[config.mk]
export PLATFORM = sky130hd
export DESIGN_NAME = cache_way_store_flat
export DESIGN_NICKNAME = d
export VERILOG_FILES = /design/src/rtl/cache_way_store_if.sv /design/src/rtl/cache_way_store.sv /design/src/flat_wrapper.sv
export SDC_FILE = /design/constraint.sdc
export NUM_CORES = 2
export LEC_CHECK = 0
export BUFFER_PORTS_ARGS = -buffer_cell sky130_fd_sc_hd__buf_2
export CAP_MARGIN = 10
export CORE_ASPECT_RATIO = 0.8
export CORE_MARGIN = 3
export CORE_UTILIZATION = 38
export DETAILED_ROUTE_END_ITERATION = 16
export HOLD_SLACK_MARGIN = 0.08
export PLACE_DENSITY_LB_ADDON = 0.1
export SLEW_MARGIN = 20
export SYNTH_ARGS = -nofsm -noshare
export SYNTH_HDL_FRONTEND = slang
export SYNTH_SLANG_ARGS = --single-unit
[constraint.sdc]
create_clock -name clk -period 4.9 [get_ports clk]
set_input_delay 0.245 -clock clk [delete_from_list [all_inputs] [get_ports clk]]
set_output_delay 0.245 -clock clk [all_outputs]
set_load 0.01 [all_outputs]
[src/rtl/cache_way_store_if.sv]
// Bus bundle for one cache way: CPU/fill write side and combinational read side.
interface cache_way_store_if #(
  parameter int unsigned S_OFFSET = 5,
  parameter int unsigned S_INDEX  = 3,
  parameter int unsigned S_TAG    = 32 - S_OFFSET - S_INDEX
);
  localparam int unsigned LINE_W = 8 << S_OFFSET;

  logic [31:0]       addr;
  logic              cpu_write;
  logic [31:0]       wdata;
  logic [3:0]        byte_en;
  logic              fill;
  logic [LINE_W-1:0] fill_data;
  logic              dirty_set;
  logic [31:0]       rdata;
  logic [LINE_W-1:0] line_out;
  logic [S_TAG-1:0]  tag_out;
  logic              valid_out;
  logic              dirty_out;
  logic              hit;

  modport master (
    output addr, cpu_write, wdata, byte_en, fill, fill_data, dirty_set,
    input  rdata, line_out, tag_out, valid_out, dirty_out, hit
  );

  modport slave (
    input  addr, cpu_write, wdata, byte_en, fill, fill_data, dirty_set,
    output rdata, line_out, tag_out, valid_out, dirty_out, hit
  );
endinterface

[src/rtl/cache_way_store.sv]
// Single cache way: data/tag/valid/dirty arrays, combinational read, clocked write.
// Optional macro CACHE_WAY_STORE_FWD_EN bypasses the pending write onto the outputs.
module cache_way_store #(
  parameter int unsigned S_OFFSET = 5,
  parameter int unsigned S_INDEX  = 3,
  parameter int unsigned S_TAG    = 32 - S_OFFSET - S_INDEX
) (
  input  logic             clk,
  input  logic             reset_n,
  cache_way_store_if.slave bus
);
  localparam int unsigned N_SETS  = 1 << S_INDEX;
  localparam int unsigned LINE_B  = 1 << S_OFFSET;
  localparam int unsigned LINE_W  = 8 * LINE_B;
  localparam int unsigned N_WORDS = LINE_B / 4;
  localparam int unsigned WSEL_W  = S_OFFSET - 2;

  logic [LINE_W-1:0] data_q [N_SETS];
  logic [S_TAG-1:0]  tag_q  [N_SETS];
  logic [N_SETS-1:0] valid_q;
  logic [N_SETS-1:0] dirty_q;

  logic [S_INDEX-1:0] idx;
  logic [WSEL_W-1:0]  wsel;
  logic [S_TAG-1:0]   atag;
  logic               unused_addr;

  assign idx         = bus.addr[S_OFFSET +: S_INDEX];
  assign wsel        = bus.addr[2 +: WSEL_W];
  assign atag        = bus.addr[31 -: S_TAG];
  assign unused_addr = ^bus.addr[1:0];

  logic [LINE_B-1:0] byte_mask;
  logic [LINE_W-1:0] wdata_rep;
  logic [LINE_W-1:0] line_cur;
  logic [LINE_W-1:0] line_wr;

  assign byte_mask = LINE_B'(bus.byte_en) << {wsel, 2'b00};
  assign wdata_rep = {N_WORDS{bus.wdata}};
  assign line_cur  = data_q[idx];

  // Byte-granular merge of the replicated CPU word into the stored line
  always_comb begin
    line_wr = line_cur;
    for (int b = 0; b < int'(LINE_B); b++) begin
      if (byte_mask[b]) line_wr[8*b +: 8] = wdata_rep[8*b +: 8];
    end
  end

  logic [LINE_W-1:0] line_d;
  logic [S_TAG-1:0]  tag_d;
  logic              valid_d;
  logic              dirty_d;
  logic              we;

  // Fill has priority over cpu_write and always leaves the line clean
  always_comb begin
    line_d  = line_cur;
    tag_d   = tag_q[idx];
    valid_d = valid_q[idx];
    dirty_d = dirty_q[idx];
    if (bus.fill) begin
      line_d  = bus.fill_data;
      tag_d   = atag;
      valid_d = 1'b1;
      dirty_d = 1'b0;
    end else begin
      if (bus.cpu_write) line_d  = line_wr;
      if (bus.dirty_set) dirty_d = 1'b1;
    end
  end

  assign we = bus.fill | bus.cpu_write | bus.dirty_set;

  always_ff @(posedge clk or negedge reset_n) begin
    if (!reset_n) begin
      for (int i = 0; i < int'(N_SETS); i++) begin
        data_q[i] <= '0;
        tag_q[i]  <= '0;
      end
      valid_q <= '0;
      dirty_q <= '0;
    end else if (we) begin
      data_q[idx]  <= line_d;
      tag_q[idx]   <= tag_d;
      valid_q[idx] <= valid_d;
      dirty_q[idx] <= dirty_d;
    end
  end

  logic [LINE_W-1:0] line_o;
  logic [S_TAG-1:0]  tag_o;
  logic              valid_o;
  logic              dirty_o;

`ifdef CACHE_WAY_STORE_FWD_EN
  // Bypass is masked while reset is held so outputs stay at zero
  assign line_o  = reset_n ? line_d  : '0;
  assign tag_o   = reset_n ? tag_d   : '0;
  assign valid_o = reset_n & valid_d;
  assign dirty_o = reset_n & dirty_d;
`else
  assign line_o  = line_cur;
  assign tag_o   = tag_q[idx];
  assign valid_o = valid_q[idx];
  assign dirty_o = dirty_q[idx];
`endif

  assign bus.line_out  = line_o;
  assign bus.rdata     = line_o[{wsel, 5'b00000} +: 32];
  assign bus.tag_out   = tag_o;
  assign bus.valid_out = valid_o;
  assign bus.dirty_out = dirty_o;
  assign bus.hit       = valid_o & (tag_o == atag);
endmodule

[src/flat_wrapper.sv]
// flat-port wrapper written by rule: the top's interface ports become plain ports
module cache_way_store_flat 
#(
  parameter int unsigned S_OFFSET = 5,
  parameter int unsigned S_INDEX  = 3,
  parameter int unsigned S_TAG    = 32 - S_OFFSET - S_INDEX
)
  (clk, reset_n, bus_addr, bus_cpu_write, bus_wdata, bus_byte_en, bus_fill, bus_fill_data, bus_dirty_set, bus_rdata, bus_line_out, bus_tag_out, bus_valid_out, bus_dirty_out, bus_hit);
  cache_way_store_if #(.S_OFFSET(S_OFFSET), .S_INDEX(S_INDEX), .S_TAG(S_TAG)) bus_i ();
  input  logic clk;
  input  logic reset_n;
  input wire logic [$bits(bus_i.addr)-1:0] bus_addr;
  input wire logic [$bits(bus_i.cpu_write)-1:0] bus_cpu_write;
  input wire logic [$bits(bus_i.wdata)-1:0] bus_wdata;
  input wire logic [$bits(bus_i.byte_en)-1:0] bus_byte_en;
  input wire logic [$bits(bus_i.fill)-1:0] bus_fill;
  input wire logic [$bits(bus_i.fill_data)-1:0] bus_fill_data;
  input wire logic [$bits(bus_i.dirty_set)-1:0] bus_dirty_set;
  output wire logic [$bits(bus_i.rdata)-1:0] bus_rdata;
  output wire logic [$bits(bus_i.line_out)-1:0] bus_line_out;
  output wire logic [$bits(bus_i.tag_out)-1:0] bus_tag_out;
  output wire logic [$bits(bus_i.valid_out)-1:0] bus_valid_out;
  output wire logic [$bits(bus_i.dirty_out)-1:0] bus_dirty_out;
  output wire logic [$bits(bus_i.hit)-1:0] bus_hit;
  assign bus_i.addr = bus_addr;
  assign bus_i.cpu_write = bus_cpu_write;
  assign bus_i.wdata = bus_wdata;
  assign bus_i.byte_en = bus_byte_en;
  assign bus_i.fill = bus_fill;
  assign bus_i.fill_data = bus_fill_data;
  assign bus_i.dirty_set = bus_dirty_set;
  assign bus_rdata = bus_i.rdata;
  assign bus_line_out = bus_i.line_out;
  assign bus_tag_out = bus_i.tag_out;
  assign bus_valid_out = bus_i.valid_out;
  assign bus_dirty_out = bus_i.dirty_out;
  assign bus_hit = bus_i.hit;
  cache_way_store #(.S_OFFSET(S_OFFSET), .S_INDEX(S_INDEX), .S_TAG(S_TAG)) u_core (.clk(clk), .reset_n(reset_n), .bus(bus_i));
endmodule
== Word level (Yosys, flattened, before mapping) ==
Index checks and enable logic that the tools add are counted.

* Bits in registers: 2256
* Input bits: 329
* Output and inout port bits: 315
* Word-level logic and storage cells: 89

* Order comparisons: 4
* Equal/unequal tests: 1
* Shift operators: 2
* Multiplexer cells: 58
* Bitwise operators: 4
* Reduce and logical (&&, ||, !) cells: 2

{| class="wikitable"
|+ Operators with widths
! kind !! number
|-
| $bwmux 2048 || 1
|-
| $mux 256 || 5
|-
| $bmux 256 s3 || 1
|-
| $demux 256 s3 || 1
|-
| $mux 8 || 32
|-
| $shiftx 256x9->32 || 1
|-
| $bwmux 192 || 1
|-
| $mux 24 || 4
|-
| $bmux 24 s3 || 1
|-
| $demux 24 s3 || 1
|-
| $shl 4x5->32 || 1
|-
| $eq 24x24->1 || 1
|-
| $bwmux 8 || 2
|-
| $bmux 1 s3 || 2
|-
| $mux 1 || 6
|-
| $ge 4x4->1 const B || 1
|-
| $lt 3x4->1 const B || 1
|-
| $lt 4x1->1 const B || 1
|-
| $not 3->4 || 1
|-
| $demux 1 s3 || 1
|-
| $ge 3x1->1 const B || 1
|-
| $logic_and 1x1->1 || 2
|-
| $or 1x1->1 || 2
|-
| $and 1x1->1 || 1
|}

== Longest topological paths before layout ==
* Depth after elaboration: 8
* Depth in mapped cells: 11
* Gate-level depth less buffers: 6

== Least setup slack after synthesis ==
No wires, ideal clock.

* Path kind: input port to output port
* Start: input bus_addr[6]
* End: output bus_hit
* Arrival: 2.317 ns
* Data required time: 4.655 ns
* Slack: 2.338 ns
* Cell stages on the path: 11
* Cells stage by stage: buf_6 -> buf_6 -> buf_4 -> buf_2 -> buf_2 -> nand2_1 -> a211oi_1 -> a211oi_1 -> xnor2_1 -> nand4_1 -> nor4_2

* Longest elaborated chain between the ends: 6
* Elaborated cells on any way between the ends: 8
* Those cells by class: eq/ne: 1; mux: 5; bitwise: 2

{| class="wikitable"
|+ RTL lines
! element !! line !! text
|-
| from (decl) || flat_wrapper.sv:12 || <nowiki>input wire logic [$bits(bus_i.addr)-1:0] bus_addr;</nowiki>
|-
| $not 3->4 (implied by the code) || cache_way_store.sv:104 || <nowiki>assign tag_o = tag_q[idx];</nowiki>
|-
| $bmux 24 s3 || cache_way_store.sv:104 ||
|-
| $mux 24 (implied by the code) (2 in series) || cache_way_store.sv:104 ||
|-
| net bus_tag_out[17] || flat_wrapper.sv:21 || <nowiki>output wire logic [$bits(bus_i.tag_out)-1:0] bus_tag_out;</nowiki>
|-
| $eq 24x24->1 || cache_way_store.sv:114 || <nowiki>assign bus.hit = valid_o & (tag_o == atag);</nowiki>
|-
| $and 1x1->1 || cache_way_store.sv:114 ||
|-
| to (decl) || flat_wrapper.sv:24 || <nowiki>output wire logic [$bits(bus_i.hit)-1:0] bus_hit;</nowiki>
|}

The timed path passes the listed nets, and every way through them passes these cells. The select of a mux whose other input is x is not followed.

== Worst setup path after layout ==
* Start: input bus_addr[7]
* End: output bus_rdata[2]

* Longest elaborated chain between the ends: 5

{| class="wikitable"
|+ RTL lines
! element !! line !! text
|-
| $not 3->4 (implied by the code) || cache_way_store.sv:40 || <nowiki>assign line_cur = data_q[idx];</nowiki>
|-
| $bmux 256 s3 || cache_way_store.sv:40 ||
|-
| $mux 256 (implied by the code) (2 in series) || cache_way_store.sv:40 ||
|-
| $shiftx 256x9->32 || cache_way_store.sv:110 || <nowiki>assign bus.rdata = line_o[{wsel, 5'b00000} +: 32];</nowiki>
|-
| to (decl) || flat_wrapper.sv:19 || <nowiki>output wire logic [$bits(bus_i.rdata)-1:0] bus_rdata;</nowiki>
|}

Every way passes these cells. The select of a mux whose other input is x is not followed.

==> impl_metrics.csv <==
group,metric,value,unit
sta,period_minus_slack,4.66,ns
global_routing,grtUsageTotal,0.330,
setup_path,cp_data_required_time,4.66,ns
sta,timing.final.crit_share,0.950,
power,p_int,38.0,mW
sta,worst_hold_slack,0.205,ns
floorplanning,fp.dieH,473,µm
sta,rsz0062_at_grt,"no",
setup_path,end_kind,"primary output",
place,hpwlAfterDp,310,mm
cells_and_area,drive_gt1_frac,0.169,
clock_network,clockBufferDepth,4,
setup_path,worst-path-max-fanout,44,
setup_path,cp-start-kind,"input pin",
global_routing,gr-total-overflow,0,
setup_path,critical_path_class,"in -> out",
clock_network,htreeDepth,4,
global_routing,grt_max_degree,188,
route,wire_per_inst,31.4,µm
power,p_sw,18.4,mW
sta,drv_slew,0,
sta,setup_viol,0,
min_path,worstHoldPathType,"in -> async",
floorplanning,std_cell_rows,170,
yosys,synth.avg_cell_area,9.91,µm²
global_routing,first_global_vias,84700,
yosys,syn-instance-count,10463,
yosys,ys_ff_latch,2256,
route,wl,470,mm
power,power.share.clock,0.334,
floorplanning,coreArea,270000,µm²
outcome,outcome,"finished, final reports clean",
power,leakage,55.0,nW
yosys,synth_top_area_share,0.544,
job,cap_viol_max_count,0,
route,drt-vias-per-instance,5.94,
yosys,synth_edf_count,0,
power,combPwrFrac,0.226,
power,switching_share,0.326,
yosys,yosysWarnings,0,
cells_and_area,seqCellArea,56500,µm²
yosys,yosysTopAreaCell,"dfrtp_1",
clock_network,cts_buffers,243,
sta,tns,0,ns
sta,skew,0.0420,ns
global_routing,antenna_found_initial,62,
place,place.gp.congestion,0.915,
cells_and_area,num-fill-cells,25732,
power,p_per_area,459,nW/µm²
route,first_pass_iters,6,
yosys,synth_area_leaders,"dfrtp_1 54%, o21ai_0 8.9%, nand2_1 6.8%",
clock_network,clk_pin_slew,0.06,ns
sta,finalHoldViolCount,0,
yosys,synthFlopType,"dfrtp_1",
cells_and_area,area_growth,18.4,%
clock_network,insertion_delay,0.95,ns
clock_network,root_buffer,"clkbuf_16",
global_routing,grt_pass1_wl,662,mm
route,num_vias,88812,
cells_and_area,num-nets-final,11425,
clock_network,cts_resized,0,
cells_and_area,layout_common_cells,"2256 x dfrtp_1, 1882 x nand2_1, 1836 x o21ai_0, 689 x nor2_1, 635 x buf_2",
setup_path,worstPathArrival,4.41,ns
power,seq_power_share,0.439,
sta,worst_pin_slew,1.35,ns
floorplanning,start_util,0.384,
sta,max_freq,0.215,GHz
route,first_iter_violations,9889,
clock_network,cts_tree,"done",
power,peakVddDrop,0.000325,V
cells_and_area,final_common_cell,"dfrtp_1",
yosys,synth_nets,10792,
yosys,synth.distinct_cells,68,
floorplanning,die_area,279000,µm²
yosys,ys_seq_area_frac,0.544,
yosys,synthArstFlopShare,1.00,
clock_network,clkSinkCount,2256,
route,antenna_left,0,
yosys,syn_area,104000,µm²
route,drc,0,
cells_and_area,multiInputGateArea,43200,µm²
floorplanning,die-width,590,µm
floorplanning,io_pins,644,
sta,max-slew-margin-rel,0.0709,
place,port-buffer-count,641,
## metrics by stage
stage               instances  worst slack, ns  utilization  power, mW  area [µm²]
CTS                     14904            0.594        0.454       56.5      123000
finish                  14950            0.244        0.455       56.4      123000
global placement        14174            0.573        0.414       36.9      112000
floorplan               10463             2.34            -       31.5      104000
global route            14919            0.519        0.455       59.0      123000
detailed placement      14176            0.599        0.414       37.4      112000
## critical path, stage by stage
cell      delay [ns]
buf_8           0.36
nor2b_4         0.54
buf_12          0.25
a221oi_1        0.10
o21ai_0         1.07
mux4_2          0.52
nor2_1          0.06
a221oi_1        0.82
buf_2           0.28
## final cells by class
| cell class | instances | share of cell area |
|---|---|---|
| flip-flops and latches | 2256 | 0.460 |
| inverters | 70 | 0.00228 |
| clock buffers | 380 | 0.0595 |
| repair buffers | 1298 | 0.0826 |
| multi-input cells | 7227 | 0.352 |
| diodes | 44 | 0.000897 |
| well taps | 3612 | 0.0368 |
| clock inverters | 63 | 0.00575 |
## Yosys cell counts, types with 82 or more instances
cell type	n
dfrtp_1	2256
a21oi_1	604
o21ai_0	1842
mux4_2	82
nor2_1	692
buf_2	173
mux2_2	347
mux2i_1	481
clkbuf_1	634
nand2_1	1891
a22oi_1	157
a221oi_1	338
o22a_1	132
a221o_1	90
## power groups by stage
stage	logic, mW	registers (mW)	clock network, mW
after CTS	12.6	24.7	19.1
after global routing	13.9	25.2	19.9
final	12.8	24.8	18.9
after detailed placement	12.4	25.0	0
after global placement	12.1	24.8	0
after floorplan	7.10	24.5	0
## metal layers
metal  vias to the layer above  track usage  wire length (µm)  part of all wire
met5                         -            0                92           0.00020
li1                      38542            -                 -                 -
met2                      4222        0.480            200000              0.43
met3                       891       0.0773             42500             0.090
met1                     45143        0.455            197000              0.42
met4                        14        0.182             30300             0.064
## cell families (layout without fill, tap and decap cells)
logic type | count (synthesis) | after routing | share of synthesized area
compound gates | 3559 | 3559 | 0.207
xor+xnor | 17 | 17 | 0.00144
buf+inv | 980 | 1811 | 0.0404
flops | 2256 | 2256 | 0.544
mux | 921 | 921 | 0.104
other cells | 0 | 44 | 0
simple gates | 2730 | 2730 | 0.103
## path summary, 6_finish.rpt
path,start,slack [ns],cells past startpoint,to
setup / recovery,bus_addr[7],0.24,9,bus_rdata[2]
hold / removal,reset_n,0.21,3,u_core.data_q[31]
setup reg to reg,u_core.data_q[574],1.91,7,u_core.data_q[830]
hold reg to reg,u_core.tag_q[91],0.48,2,u_core.tag_q[91]
max in group asynchronous,reset_n,3.52,4,u_core.data_q[962]
min in group clk,bus_wdata[6],0.21,4,u_core.data_q[1606]
## what timing repair did
action	in CTS	in global routing
hold buffers	285	0
hold endpoints to repair	2958	0
buffers inserted	0	0
endpoints found under the setup margin	0	0
## registers in the layout, summed over array words and instances (netlist names)
signal,cells
u_core.data_q,2048
u_core.tag_q,192
u_core.valid_q,8
u_core.dirty_q,8
Note: power is estimated with default switching activity, not from simulation.
